### config.mk
export PLATFORM = sky130hd
export DESIGN_NAME = clk_rst_seq
export DESIGN_NICKNAME = d
export VERILOG_FILES = /design/src/rtl/clk_rst_pkg.sv /design/src/rtl/clk_rst_seq_bit_sync.sv /design/src/rtl/clk_rst_seq.sv
export SDC_FILE = /design/constraint.sdc
export NUM_CORES = 1
export LEC_CHECK = 0
export BUFFER_PORTS_ARGS = -buffer_cell sky130_fd_sc_hd__buf_2
export CAP_MARGIN = 20
export CORE_UTILIZATION = 56
export CTS_BUF_LIST = sky130_fd_sc_hd__clkbuf_8
export CTS_CLUSTER_DIAMETER = 200
export CTS_CLUSTER_SIZE = 12
export DETAILED_ROUTE_END_ITERATION = 8
export PLACE_DENSITY = 0.75
export SLEW_MARGIN = 20
export SYNTH_ARGS = -nofsm -noshare
export SYNTH_HDL_FRONTEND = slang
export SYNTH_SLANG_ARGS = --single-unit
### constraint.sdc
create_clock -name sys_clk -period 2.1 [get_ports sys_clk]
set_input_delay 0.21 -clock sys_clk [delete_from_list [all_inputs] [get_ports sys_clk]]
set_output_delay 0.21 -clock sys_clk [all_outputs]
set_load 0.005 [all_outputs]
### src/rtl/clk_rst_pkg.sv
// +------------------------------------------------------------------+
// | clk_rst_pkg : state encodings shared by the MMCM reset sequencer  |
// | rev 1.0                                                           |
// +------------------------------------------------------------------+
`default_nettype none

package clk_rst_pkg;
  localparam int STATE_W = 3;

  typedef enum logic [STATE_W-1:0] {
    S_MMCM_RST  = 3'd0,
    S_WAIT_LOCK = 3'd1,
    S_HOLD      = 3'd2,
    S_RUN       = 3'd3,
    S_FAIL      = 3'd4
  } seq_state_e;
endpackage

`default_nettype wire

### src/rtl/clk_rst_seq_bit_sync.sv
// +------------------------------------------------------------------+
// | bit_sync : STAGES-flop async-reset synchronizer, resets to 0      |
// | rev 1.0                                                           |
// +------------------------------------------------------------------+
`default_nettype none

module bit_sync #(
  parameter int STAGES = 2
) (
  input  logic clk,
  input  logic rst_n,
  input  logic d,
  output logic q
);
  logic [STAGES-1:0] sync_q;
  logic [STAGES-1:0] sync_d;

  always_comb sync_d = {sync_q[STAGES-2:0], d};

  always_ff @(posedge clk or negedge rst_n) begin
    if (!rst_n) sync_q <= '0;
    else        sync_q <= sync_d;
  end

  assign q = sync_q[STAGES-1];
endmodule

`default_nettype wire

### src/rtl/clk_rst_seq.sv
// +------------------------------------------------------------------+
// | clk_rst_seq : MMCM reset/lock sequencer producing a clean user    |
// | reset. Optional lock-loss counter: CLK_RST_SEQ_STATS_EN. rev 1.0  |
// +------------------------------------------------------------------+
`default_nettype none

module clk_rst_seq
  import clk_rst_pkg::*;
#(
  parameter int RST_CYCLES   = 16,
  parameter int LOCK_TIMEOUT = 1000000,
  parameter int HOLD_CYCLES  = 1024,
  parameter int MAX_RETRY    = 3,
  parameter int SYNC_STAGES  = 2
) (
  input  logic                           sys_clk,
  input  logic                           rst_n,
  input  logic                           locked_i,
  input  logic                           force_relock,
  output logic                           mmcm_resetn,
  output logic                           rst_out_n,
  output logic [STATE_W-1:0]             seq_state,
  output logic [$clog2(MAX_RETRY+1)-1:0] retry_cnt,
`ifdef CLK_RST_SEQ_STATS_EN
  output logic [15:0]                    lock_loss_cnt,
`endif
  output logic                           fail
);
  localparam int CNT_MAX0 = (RST_CYCLES > LOCK_TIMEOUT) ? RST_CYCLES : LOCK_TIMEOUT;
  localparam int CNT_MAX  = (CNT_MAX0 > HOLD_CYCLES) ? CNT_MAX0 : HOLD_CYCLES;
  localparam int CNT_W    = $clog2(CNT_MAX + 1);
  localparam int RTY_W    = $clog2(MAX_RETRY + 1);

  seq_state_e       state_q, state_d;
  logic [CNT_W-1:0] cnt_q, cnt_d;
  logic [RTY_W-1:0] retry_q, retry_d, retry_inc;
  logic             fail_q, fail_d;
  logic             mmcm_resetn_q, mmcm_resetn_d;
  logic             rst_out_n_q, rst_out_n_d;
  logic             lk_s;
  logic             timeout;

  bit_sync #(.STAGES(SYNC_STAGES)) u_lock_sync (
    .clk   (sys_clk),
    .rst_n (rst_n),
    .d     (locked_i),
    .q     (lk_s)
  );

  assign retry_inc = retry_q + RTY_W'(1);
  assign timeout   = (cnt_q == CNT_W'(LOCK_TIMEOUT - 1));

  always_comb begin
    state_d = state_q;
    unique case (state_q)
      S_MMCM_RST:  if (cnt_q == CNT_W'(RST_CYCLES - 1)) state_d = S_WAIT_LOCK;
      S_WAIT_LOCK: begin
        if (lk_s)         state_d = S_HOLD;
        else if (timeout) state_d = (retry_inc == RTY_W'(MAX_RETRY)) ? S_FAIL : S_MMCM_RST;
      end
      S_HOLD: begin
        if (!lk_s)                                  state_d = S_WAIT_LOCK;
        else if (cnt_q == CNT_W'(HOLD_CYCLES - 1))  state_d = S_RUN;
      end
      S_RUN:   if (!lk_s) state_d = S_MMCM_RST;
      S_FAIL:  state_d = S_FAIL;
      default: state_d = S_MMCM_RST;
    endcase
    if (force_relock) state_d = S_MMCM_RST;
  end

  always_comb begin
    retry_d = retry_q;
    if (state_q == S_WAIT_LOCK && !lk_s && timeout) retry_d = retry_inc;
    if (state_d == S_RUN || force_relock)           retry_d = '0;

    fail_d = fail_q;
    if (state_d == S_FAIL) fail_d = 1'b1;
    if (force_relock)      fail_d = 1'b0;

    // RUN and FAIL can persist indefinitely, so the counter idles at 0 there
    if (force_relock || state_d != state_q || state_q == S_RUN || state_q == S_FAIL)
      cnt_d = '0;
    else
      cnt_d = cnt_q + CNT_W'(1);

    mmcm_resetn_d = (state_d == S_WAIT_LOCK) || (state_d == S_HOLD) || (state_d == S_RUN);
    rst_out_n_d   = (state_d == S_RUN);
  end

  always_ff @(posedge sys_clk or negedge rst_n) begin
    if (!rst_n) begin
      state_q       <= S_MMCM_RST;
      cnt_q         <= '0;
      retry_q       <= '0;
      fail_q        <= 1'b0;
      mmcm_resetn_q <= 1'b0;
      rst_out_n_q   <= 1'b0;
    end else begin
      state_q       <= state_d;
      cnt_q         <= cnt_d;
      retry_q       <= retry_d;
      fail_q        <= fail_d;
      mmcm_resetn_q <= mmcm_resetn_d;
      rst_out_n_q   <= rst_out_n_d;
    end
  end

`ifdef CLK_RST_SEQ_STATS_EN
  logic [15:0] loss_q, loss_d;

  always_comb begin
    loss_d = loss_q;
    if (state_q == S_RUN && !lk_s && !force_relock && loss_q != 16'hFFFF)
      loss_d = loss_q + 16'd1;
  end

  always_ff @(posedge sys_clk or negedge rst_n) begin
    if (!rst_n) loss_q <= '0;
    else        loss_q <= loss_d;
  end

  assign lock_loss_cnt = loss_q;
`endif

  assign mmcm_resetn = mmcm_resetn_q;
  assign rst_out_n   = rst_out_n_q;
  assign seq_state   = state_q;
  assign retry_cnt   = retry_q;
  assign fail        = fail_q;
endmodule

`default_nettype wire

Yosys cells after proc, flatten, opt, wreduce, memory -nomap -nowiden
Cells that the tools add are included.
- muxes and demuxes: 14
- reductions and logical operators: 12
- $add $sub $neg: 2
- equality and inequality tests: 13
- operator list (operator ; number):
    two-way mux 3 bit ; 8
    adder 20 x 1 -> 20 bit (second input constant) ; 1
    equality test 20 x 10 -> 1 bit (second input constant) ; 1
    equality test 20 bit (second input constant) ; 1
    equality test 20 x 4 -> 1 bit (second input constant) ; 1
    two-way mux 20 bit ; 1
    case mux 3 bit (5 select lines) ; 1
    equality test 3 x 2 -> 1 bit (second input constant) ; 4
    equality test 3 x 1 -> 1 bit (second input constant) ; 2
    equality test 3 bit (second input constant) ; 2
    logical OR 1 bit ; 6
    two-way mux 2 bit ; 2
    nonzero test 2 bit ; 2
    zero test 3 bit ; 1
    inequality test 3 bit ; 1
    adder 2 x 1 -> 2 bit (second input constant) ; 1
    equality test 2 bit (second input constant) ; 1
    logical AND 1 bit ; 2
    two-way mux 1 bit ; 2
    zero test 1 bit ; 1
- output and inout bits: 8
- flip-flop bits (word level): 30
- word-level logic and storage cells: 48

Longest topological paths before layout
- depth in word-level cells: 12
- depth in mapped cells: 7
- depth with buffers taken out: 6

Cells and area by module
From an unflattened synthesis, not the netlist that was laid out.
- cell total of the unflattened synthesis: 149
- area, all modules: 1556.5 µm²
- by module, submodules not included (module ; cells an instance ; area each (µm²) ; instances ; sequential area each (µm²)):
    clk_rst_seq ; 147 ; 1506.4 ; 1 ; 700.7
    bit_sync ; 2 ; 50.0 ; 1 ; 50.0

Worst setup path after synthesis
OpenSTA, ideal clock, no wires.
- kind: reg-to-reg
- from: reg cnt_q[16]
- to: reg cnt_q[17]
- clock period less this slack: 2.232 ns
- setup time: 0.096 ns
- path slack: -0.132 ns
- arrival time: 2.137 ns
- cell stages (with the launch flop): 6
- cells stage by stage: dfrtp_1 > or4_1 > or4_1 > o21a_2 > o221a_4 > o31ai_1
- longest elaborated chain between the ends: 10
- elaborated cells between the ends (all ways): 16
- classes of those cells: add/sub (1); eq/ne (4); mux (8); reduce/logical (3)
- ends and longest elaborated chain (element ; line ; RTL):
    start, declared ; clk_rst_seq.sv:35 ; logic [CNT_W-1:0] cnt_q, cnt_d;
    start signal, assigned ; clk_rst_seq.sv:101 ; cnt_q <= cnt_d;
    equality test 20 x 10 -> 1 bit / equality test 20 bit (equally long branches) ; clk_rst_seq.sv:63, clk_rst_seq.sv:51 ;
    two-way mux 3 bit, on equally long branches ; clk_rst_seq.sv:63, clk_rst_seq.sv:59 ;
    two-way mux 3 bit, on equally long branches ; clk_rst_seq.sv:62, clk_rst_seq.sv:58 ;
    case mux 3 bit (5 select lines) ; clk_rst_seq.sv:55 ; unique case (state_q)
    two-way mux 3 bit ; clk_rst_seq.sv:69 ; if (force_relock) state_d = S_MMCM_RST;
    inequality test 3 bit ; clk_rst_seq.sv:82 ; if (force_relock || state_d != state_q || state_q == S_RUN || state_q == S_FAIL)
    logical OR 1 bit (3 in series) ; clk_rst_seq.sv:82 ;
    two-way mux 20 bit (*) ; clk_rst_seq.sv:82 ;
    named net cnt_d[17] ; clk_rst_seq.sv:35 ;
The timed path passes the listed nets; every way through them passes the cells marked *.
A chain may end at the register's enable or synchronous reset.

Worst setup path after layout
- from: reg cnt_q[19]
- to: reg cnt_q[9]
- longest elaborated chain between the ends: 10
- elaborated cells between the ends (all ways): 15
- classes of those cells: eq/ne (4); mux (8); reduce/logical (3)
- ends and longest elaborated chain (element ; line):
    equality test 20 x 10 -> 1 bit / equality test 20 bit (equally long branches) ; clk_rst_seq.sv:63, clk_rst_seq.sv:51
    two-way mux 3 bit, on equally long branches ; clk_rst_seq.sv:63, clk_rst_seq.sv:59
    two-way mux 3 bit, on equally long branches ; clk_rst_seq.sv:62, clk_rst_seq.sv:58
    case mux 3 bit (5 select lines) (*) ; clk_rst_seq.sv:55
    two-way mux 3 bit (*) ; clk_rst_seq.sv:69
    inequality test 3 bit (*) ; clk_rst_seq.sv:82
    logical OR 1 bit (*) (3 in series) ; clk_rst_seq.sv:82
    two-way mux 20 bit (*) ; clk_rst_seq.sv:82
    named net cnt_d[9] ; clk_rst_seq.sv:35
Marked as above.

==> metrics.txt <==
Slew Limit Headroom=roughly 56%; Root Buffer=clkbuf_8; Sinks on Clock Net=30; Tot Pwr=between 0.001 and 0.0015 W; worst hold path type=primary input to flip-flop; Area Growth Syn to Fin=29.73%; area of the multi-input gates=1003 um^2; maxcap violations=0; Total GRT Usage=just under 30%; Netlist Area Pre-Place=1713 um^2; Worst path slowest cell=or4_4; Worst Path Class, Setup=flip-flop to flip-flop; worst-path cell chain=or4_4, or4_4, o21a_4, o221ai_4, buf_12, mux2i_2; first-pass detailed-route iteration total=5; chip width=57.31 um; min Tclk post-route=2329 ps; die area=3284 um^2; top_reg_cell synth=dfrtp_1; Synth area leader=dfrtp_1; final std cells w/o fill=259; RSZ-0062 raised after global routing=yes; Worst Path Buf+Inv=1; distinct cell type count after synthesis=36; Avg WL per Cell=18.08 um; syn_area_per_cell=9.259 um^2; CTS tree=built; ys async rst share=between 90% and 100%; Static Leakage=0.9859 nW; antenna viol nets, final=0; Sequential Area=750.7 um^2; fmax=about 430 MHz; final wirelength=approximately 4.7 mm; EDFF count, synth=0; top post-synthesis cells by area=dfrtp_1 (44%), nand3_1 (5.3%), nand2_1 (3.9%), o21ai_0 (3.8%), xnor2_1 (3.6%); via count=1652; Least-Margin Pin Slew=660.6 ps; yosys warns=0; DRC=0; initial antenna violation count=0; syn nets=191; WP data required=2310 ps; run status=finished, violations left; Pwr Density=between 500 and 600 nW/um^2; fraction of layout cells with a size suffix above 1=29.82%; worst setup margin=-229.0 ps; # rows=19; crit share post-route=110.9%; Yosys top cell area share=43.83%; Core Area=2829 um^2; Die H=57.31 um; Clock Skews=5.007 ps; cell mode on critical path=or4_4; vias in the first global route=1528; placed inst area=1989 um^2; Setup crit end kind=flip-flop; Crit path arrival time=around 2500 ps; Starting Density=60.55%; hold slack=between 20 and 30 ps; DRT iter0 DRCs=72; Longest Clk Path Bufs=2; maximum number of pins on one net before global-route repair=31; cell family with most CP delay=simple AND/OR/NAND/NOR gates; total CTS buffers=5; post-DP HPWL=2.877 mm; Post-Syn Instances=185; # fillers=196; crit path launch type=flip-flop; Post-Place Cells=246; ant diodes=0; IO Count=12; H-tree depth=2; routability cong.=0.8602; sequential area share after synthesis=a little over two fifths; nets=approximately 230; register bit total from synthesis=30; Max Slew Vio Count=0; Critical Path Fanout Max=10; Design Area, Final=approximately 2200 um^2; clk_lat worst skew=290 ps; clock transition at the registers of the reported paths=60 ps; failing checks=negative setup slack; Final setup viols=19; final hold viol count=0; vias per cell=between 6 and 7; IO buf count=11; Worst path max stage delay=570 ps; GRT Residual Overflow=0; VDD IR-drop max=0.0004952 V; first-pass GRT wire length=6.858 mm
[sequential cells by signal (all words and copies together), names as in the netlist]
register / count
cnt_q: 20
seq_state: 3
mmcm_resetn: 1
fail: 1
rst_out_n: 1
retry_cnt: 2
u_lock_sync.sync_q: 2
[area by class of cell]
class	instances	area share, %
clock buffers	8	4.955
flip-flops and latches	30	33.78
inverters	9	1.520
well taps	31	1.745
multi-input cells	143	45.16
repair buffers	38	12.84
[placed cells by master (no fill, tap or decap), types with 8 or more instances in the layout]
cell type and instances:
inv_1 9, nand2_1 17, clkbuf_8 8, o21ai_0 9, dfrtp_1 30, nand3_1 18
buf_4 24, buf_2 11, nor2_1 8
[layer usage]
layer,track usage (%),vias to the layer above,routed length [um]
li1,-,773,-
met1,34.22,811,1845
met2,47.39,53,2380
met3,11.79,15,318
met4,10.80,0,139
met5,0,-,0
[timing repair]
| action | 4_1_cts | 5_1_grt |
|---|---|---|
| pin swaps | 2 | 9 |
| gates cloned | 1 | 0 |
| setup buffers | 2 | 1 |
| hold buffers | 1 | 0 |
| endpoints found under the setup margin | 19 | 26 |
| hold endpoints to repair | 30 | 0 |
| resized for setup | 5 | 18 |
[worst paths after layout]
check / depth (start not counted) / from / end / slack [ps]
min: 1 / locked_i / u_lock_sync.sync_q[0] / 30
max: 6 / cnt_q[19] / cnt_q[9] / -230
min in group asynchronous: 2 / rst_n / rst_out_n / 490
max reg2reg: 6 / cnt_q[19] / cnt_q[9] / -230
max in group asynchronous: 2 / rst_n / mmcm_resetn / 1180
min reg2reg: 0 / u_lock_sync.sync_q[0] / u_lock_sync.sync_q[1] / 350
[report_power, final]
part / internal (W) / total (W) / switching, W
combinational: 0.0000187 / 0.0000512 / 0.0000325
clock: 0.000330 / 0.000546 / 0.000215
sequential: 0.000585 / 0.000591 / 0.00000600
total: 0.000934 / 0.00119 / 0.000254
[cell families (layout without fill, tap and decap cells)]
logic type	after synthesis	in the layout	share of synthesized area (%)
AO/OA/AOI/OAI	37	38	15.12
flip-flops	30	30	43.83
AND/OR/NAND/NOR	83	83	26.08
buffers and inverters	13	55	2.848
adder cells (fa/ha/maj)	2	2	1.461
XOR/XNOR	14	14	7.159
multiplexers	6	6	3.506
[worst reg2reg max path, stage by stage (launching register included)]
cell and delay [ps]:
dfrtp_1 370, or4_4 570, or4_4 510, o21a_4 250, o221ai_4 200, buf_12 160, mux2i_2 190
[synth_stat cells, types with 2 or more instances]
cell	instances
nand4_1	3
xor2_1	7
nor2_1	9
dfrtp_1	30
o31ai_1	3
a21oi_1	7
nand2_1	18
xnor2_1	7
nand3b_1	2
nand3_1	18
ha_1	2
a31oi_1	3
nand2b_1	3
inv_1	9
clkbuf_1	4
a211oi_1	2
nor4_1	4
and4_1	3
and2_1	2
o211ai_1	2
or3_1	3
mux2i_1	6
o21a_1	2
o21ai_0	13
nor3_1	8
or4_1	4
and3_1	2
[per-stage QoR]
step	util [%]	setup TNS, ps	setup slack, ps
after floorplan	-	-700.1	-68.09
after global placement	70.32	-1998	-141.2
after detailed placement	70.32	-3170	-212.9
after CTS	75.85	-2897	-201.8
after global routing	78.55	-4248	-288.3
final	78.55	-3440	-229.0
Power figures use the tool's default switching activity.
